$ cat src/rtl/serial_adder.sv
// Digit-serial adder: sums DIGIT bits per clock over WIDTH/DIGIT cycles, LSB slice first.
// Define SERIAL_ADDER_SUB_EN to enable the subtract path (A - B - CIN) selected by i_sub.
module serial_adder #(
    parameter int unsigned WIDTH = 24,
    parameter int unsigned DIGIT = 4
) (
    input  logic             i_clock,
    input  logic             i_reset,
    input  logic             i_start,
    input  logic [WIDTH-1:0] i_a,
    input  logic [WIDTH-1:0] i_b,
    input  logic             i_cin,
    input  logic             i_sub,
    output logic             o_busy,
    output logic             o_done,
    output logic [WIDTH-1:0] o_shuma,
    output logic             o_cout,
    output logic             o_ovf
);
    localparam int unsigned N     = WIDTH / DIGIT;
    localparam int unsigned CNT_W = (N > 1) ? $clog2(N) : 1;
    localparam int unsigned IDX_W = (WIDTH > 1) ? $clog2(WIDTH) : 1;
    localparam int unsigned SW    = DIGIT + 1;
    localparam logic [CNT_W-1:0] LAST = CNT_W'(N - 1);

    typedef enum logic {IDLE = 1'b0, RUN = 1'b1} state_t;

    state_t           r_state;
    logic [CNT_W-1:0] r_cnt;
    logic [WIDTH-1:0] r_a;
    logic [WIDTH-1:0] r_b;
    logic [WIDTH-1:0] r_sum;
    logic             r_carry;

    logic [WIDTH-1:0] w_b_in;
    logic             w_cin_in;
    logic [IDX_W-1:0] w_base;
    logic [SW-1:0]    w_slice;
    logic [WIDTH-1:0] w_sum_next;

    // Subtraction is folded in at capture: r_b holds the effective operand, r_carry the effective carry.
`ifdef SERIAL_ADDER_SUB_EN
    assign w_b_in   = i_sub ? ~i_b : i_b;
    assign w_cin_in = i_sub ? ~i_cin : i_cin;
`else
    logic w_unused_sub;
    assign w_unused_sub = i_sub;
    assign w_b_in       = i_b;
    assign w_cin_in     = i_cin;
`endif

    // One DIGIT-wide slice add, chained through the registered carry.
    always_comb begin
        w_base     = IDX_W'(r_cnt) * IDX_W'(DIGIT);
        w_slice    = {1'b0, r_a[w_base +: DIGIT]} + {1'b0, r_b[w_base +: DIGIT]} + SW'(r_carry);
        w_sum_next = r_sum;
        w_sum_next[w_base +: DIGIT] = w_slice[DIGIT-1:0];
    end

    always_ff @(posedge i_clock) begin
        if (i_reset) begin
            r_state <= IDLE;
            r_cnt   <= '0;
            r_a     <= '0;
            r_b     <= '0;
            r_sum   <= '0;
            r_carry <= 1'b0;
            o_busy  <= 1'b0;
            o_done  <= 1'b0;
            o_shuma <= '0;
            o_cout  <= 1'b0;
            o_ovf   <= 1'b0;
        end else begin
            o_done <= 1'b0;
            case (r_state)
                IDLE: begin
                    if (i_start) begin
                        r_a     <= i_a;
                        r_b     <= w_b_in;
                        r_carry <= w_cin_in;
                        r_cnt   <= '0;
                        r_sum   <= '0;
                        o_busy  <= 1'b1;
                        r_state <= RUN;
                    end
                end
                RUN: begin
                    r_sum   <= w_sum_next;
                    r_carry <= w_slice[DIGIT];
                    if (r_cnt == LAST) begin
                        r_state <= IDLE;
                        o_busy  <= 1'b0;
                        o_done  <= 1'b1;
                        o_shuma <= w_sum_next;
                        o_cout  <= w_slice[DIGIT];
                        o_ovf   <= (r_a[WIDTH-1] == r_b[WIDTH-1]) &&
                                   (w_sum_next[WIDTH-1] != r_a[WIDTH-1]);
                    end else begin
                        r_cnt <= r_cnt + CNT_W'(1);
                    end
                end
            endcase
        end
    end
endmodule

$ cat config.mk
export PLATFORM = sky130hd
export DESIGN_NAME = serial_adder
export DESIGN_NICKNAME = d
export VERILOG_FILES = /design/src/rtl/serial_adder.sv
export SDC_FILE = /design/constraint.sdc
export NUM_CORES = 1
export LEC_CHECK = 0
export CAP_MARGIN = 15
export CORE_MARGIN = 2
export CORE_UTILIZATION = 56
export DETAILED_ROUTE_END_ITERATION = 10
export PLACE_DENSITY = 0.84
export REMOVE_ABC_BUFFERS = 1
export SKIP_LAST_GASP = 1
export SYNTH_ARGS = -nofsm -noshare
export SYNTH_HDL_FRONTEND = slang
export SYNTH_SLANG_ARGS = --single-unit
$ cat constraint.sdc
create_clock -name i_clock -period 6 [get_ports i_clock]
set_input_delay 0.6 -clock i_clock [delete_from_list [all_inputs] [get_ports i_clock]]
set_output_delay 0.6 -clock i_clock [all_outputs]
set_load 0.02 [all_outputs]
After elaboration in Yosys (flattened, before gate mapping)
Cells that the tools add are included.
Storage, ports and cells
  bits in read-only memories: 0
  bits in writable memories: 0
  output and inout port bits: 28
  bits in registers: 105
  bits of input ports: 53
  bits in latches: 0
  logic and storage cells: 47
  memories kept: 0
Cells by class
  eq/ne operators: 6
  order comparisons: 0
  shift-type cells: 4
  multiply operators: 0
  bitwise logic cells: 1
  muxes and demuxes: 15
  div/mod/pow operators: 0
  $add $sub $neg: 4
  reduce and logical (&&, ||, !) cells: 6
Operators with widths (count)
  24-bit one-hot mux with 2 select lines: 1
  24-bit by 6-bit indexed part select with 4-bit output: 2
  24-bit bitwise mux: 1
  24-bit 2-to-1 mux: 1
  4-bit by 7-bit variable shift with 24-bit output, first input constant: 1
  4-bit by 7-bit indexed part select with 24-bit output: 1
  2-bit AND reduction: 4
  5-bit negator with 7-bit output: 1
  1-bit 2-to-1 mux: 6
  3-bit 2-to-1 mux: 2
  1-bit one-hot mux with 2 select lines: 3
  3-bit one-hot mux with 2 select lines: 1
  4-bit by 4-bit adder with 5-bit output: 1
  5-bit by 1-bit adder with 5-bit output: 1
  2-bit != test, second input constant: 2
  3-bit by 1-bit adder with 3-bit output, second input constant: 1
  3-bit == test, second input constant: 1
  2-bit by 1-bit != test with 1-bit output, second input constant: 1
  2-bit OR reduction: 1
  1-bit == test: 1
  1-bit logical AND: 1
  1-bit != test: 1
  1-bit inverter: 1

Depth between registers and ports, before layout
  word-level depth: 7
  mapped depth: 13
  depth with buffers taken out: 11

Worst setup path before layout
No wires, ideal clock.
  path type: register to register
  start point: register r_cnt[0]
  end point: register r_sum[18]
  cell stages (with the launch flop): 14
  library setup time: 128 ps
  path buffers: 2
  clock period less this slack: 2973 ps
  data required time: 5872 ps
  data arrival time: 2845 ps
  setup slack: 3027 ps
  cell sequence: dfxtp_1 > buf_4 > buf_4 > mux4_2 > nand2_1 > o21ai_0 > fa_1 > inv_1 > fa_1 > xor2_1 > nor3_1 > mux2_4 > a21oi_1 > nor2_1
On the way
  cells in the longest elaborated chain, start to end: 6
  elaborated cells between the ends (all ways): 9
  classes of those cells: add/sub: 3; shift: 4; mux: 2
RTL lines
  start, declared: line 29  | logic [CNT_W-1:0] r_cnt;
  start signal, assigned: line 99  | r_cnt <= r_cnt + CNT_W'(1);
  24-bit by 6-bit indexed part select with 4-bit output: line 55  | w_slice = {1'b0, r_a[w_base +: DIGIT]} + {1'b0, r_b[w_base +: DIGIT]} + SW'(r_carry);
  4-bit by 4-bit adder with 5-bit output: line 55
  5-bit by 1-bit adder with 5-bit output: line 55
  4-bit by 7-bit indexed part select with 24-bit output: line 57  | w_sum_next[w_base +: DIGIT] = w_slice[DIGIT-1:0];
  24-bit bitwise mux (*): line 57
  24-bit one-hot mux with 2 select lines (*): line 75  | case (r_state)
  end signal, assigned: line 88  | r_sum <= w_sum_next;
  end, declared: line 32  | logic [WIDTH-1:0] r_sum;
Mark *: on every way between the ends. The rest lies on a longest branch, timed or not.
A chain may end at the register's enable or synchronous reset.

Worst setup path in the final report
Ends and elaborated chain as after synthesis.

==> results.md <==
* Clock Power Share at 30.9%
* Power per Cell Area at 240 nW/um2
* Setup crit end kind: flop
* H-tree levels at 3
* Largest net degree at the start of global routing at 79
* Initial Util at 58.2%
* Post-layout util at 70.5%
* Core area at 7810 um2
* Clk pin slew, worst setup/hold paths at 0.09 ns
* # DRC at 0
* Flop pwr share at 55.8%
* Main synth FF type: dfxtp_1
* Actual slew at the worst max-slew pin at 1.09 ns
* Total Nets Final at 651
* Total track usage at 23.5%
* Synth Area in Simple Gates at 19.7%
* Die Ht at 94.1 um
* FMAX at 259 MHz
* Async S/R FF share, synth at 0%
* DRT Pass-1 Iters at 5
* Antenna-violating nets left at 0
* Avg Cell Area, Syn at 8.56 um2
* Maximum clock path buffer count at 2
* Via count at 3900
* Top cell type by total area after synthesis: dfxtp_1
* Buffers on Ports at 79
* Relative slew slack at 27.1%
* Adder-cell share of the synthesized area at 2.81%
* Hpwl dp at 6970 um
* Post-synthesis mux area share at 8.56%
* Antenna violations before repair at 0
* Final Hold Vio Count at 0
* Status: finished, final reports clean
* Type of origin of the critical path: flop
* Sw frac at 25.6%
* TritonCTS Buffers at 9
* CTS tree: done
* Netlist Area Pre-Place at 4540 um2
* Row Count at 32
* Leakage power at 1.96 nW
* Crit-path max FO at 14
* RSZ-0062 raised after global routing: false
* Die extent in x at 94.1 um
* XOR/XNOR share of the synthesized area at 0.743%
* P_sw at 337 uW
* Final setup vio count at 0
* Diodes inserted at 0
* Fin. max-slew vios at 0
* Vias per cell at 5.63
* Post-CTS setup buffer count at 0
* Clock Latency Late Sink at 0.37 ns
* First-pass GRT wire length at 16500 um
* 1st-iter DRT viols at 180
* GPL Wtd Cong at 0.878
* Synthesis-stage register bit count at 105
* CP arrival at 4.09 ns
* Post-synth EDFFs at 0
* Hold-fix buffers at CTS at 0
* Int Pwr at 982 uW
* Number of global-route vias before repair at 3772
* IO Pins at 81
* Max-capacitance violation count at 0
* Most frequent cells in the layout: nand2_1, dfxtp_1, clkdlybuf4s50_1
* Layout cells sized above 1 at 6.43%
* Synth Warn # at 0
* Clk_skew at 0.00736 ns
* Maximum VDD drop at 0.157 mV
* Synth Area in Compound Gates at 17.5%
* Final WL at 10000 um
* Setup TNS at 0 ns
* Critical Path RT at 6.23 ns
* Largest family of logic cells by synthesized area: simple AND/OR/NAND/NOR gates
* Gr ovfl total at 0
* Root buffer cell: clkbuf_8
* Synth top area share at 46.3%
* Post-synthesis instance total at 531
* Crit path time final at 3.86 ns
* Synth cell types at 50
* CP Class: flop to flop
* Period utilisation layout at 64.3%
* Combinational share of power at 13.3%
* Most common library cell in the layout ignoring fill and taps: nand2_1
* Worst min-delay path class: flop to flop
* Post-CTS sizing at 0
* Clk sink count at 105
* Die ar. at 8850 um2
* Avg WL per Cell at 14.5 um
* Top post-synthesis cells by area: dfxtp_1, nand2_1, a21oi_1, mux2i_1, mux4_2
* Sequential cell area fraction in the yosys report at 46.3%
* Synthesis-to-finish area growth at 21.1%
==> worst max-delay path: stages, from the launching register on <==
cell and delay [ns]:
dfxtp_1 0.74, buf_4 0.39, mux4_2 0.53, nand2_1 0.07, o21ai_0 0.16, fa_1 0.44
inv_1 0.08, fa_1 0.24, xor2_1 0.49, nor3_1 0.09, mux2_4 0.29, a21oi_1 0.14
nor2_1 0.05
==> metal layers <==
metal,up-vias,GRT usage (%),part of all wire (%)
li1,1934,-,-
met4,0,11.0,1.8
met1,1819,27.6,42
met5,-,0,0
met3,22,3.93,5.1
met2,125,41.8,51
==> logic make-up after synthesis <==
family	count (synthesis)
compound gates	134
xor+xnor	3
fa+ha+maj	9
buf+inv	45
flops	105
mux	28
simple gates	207
==> path summary, 6_finish.rpt <==
kind | start | end | slack [ns] | cells after the start
setup reg to reg | r_cnt[0] | r_sum[18] | 2.14 | 12
hold / removal | o_shuma[11] | o_shuma[11] | 0.45 | 2
setup / recovery | r_cnt[0] | r_sum[18] | 2.14 | 12
hold reg to reg | o_shuma[11] | o_shuma[11] | 0.45 | 2
==> synthesized netlist by cell type, types with 4 or more instances <==
library cell	instances
a21o_1	6
a21oi_1	65
a22oi_1	17
a32oi_1	8
buf_1	4
clkbuf_1	24
dfxtp_1	105
ha_1	7
inv_1	7
mux2i_1	18
mux4_2	8
nand2_1	132
nand3_1	5
nor2_1	43
nor2b_1	4
o21ai_0	24
o21ai_1	4
==> power groups by stage <==
| stage | logic (mW) | clock network, mW | registers (mW) |
|---|---|---|---|
| after detailed placement | 0.174 | 0 | 0.752 |
| after CTS | 0.175 | 0.413 | 0.736 |
| after global placement | 0.170 | 0 | 0.751 |
| after global routing | 0.192 | 0.437 | 0.739 |
| final | 0.176 | 0.408 | 0.736 |
| after floorplan | 0.0977 | 0 | 0.750 |
==> metrics by stage <==
stage / total power, mW / setup WS [ns] / hold slack, ns / instances / cell area [um2]
finish: 1.32 / 2.14 / 0.453 / 693 / 5500
global route: 1.37 / 1.88 / 0.476 / 693 / 5500
CTS: 1.32 / 2.16 / 0.457 / 693 / 5500
detailed placement: 0.927 / 2.19 / 0.443 / 680 / 5330
global placement: 0.921 / 2.24 / 0.435 / 680 / 5330
floorplan: 0.848 / 2.54 / 0.427 / 495 / 4380
==> area by class of cell <==
cell class / count / area [um2]
tap: 102 / 128
timing repair buffer: 83 / 816
clock inverter: 4 / 47.5
multi-input combinational: 381 / 2250
clock buffer: 9 / 124
inverter: 9 / 33.8
fill: 643 / 2310
sequential: 105 / 2100
==> sequential cells by signal, indices dropped and copies added, names as in the netlist <==
signal and cells:
r_carry 1, r_state 1, o_done 1, r_sum 24
r_cnt 3, o_shuma 24, r_a 24, o_busy 1
o_ovf 1, r_b 24, o_cout 1
No activity file was read; power rests on OpenSTA's default activity.
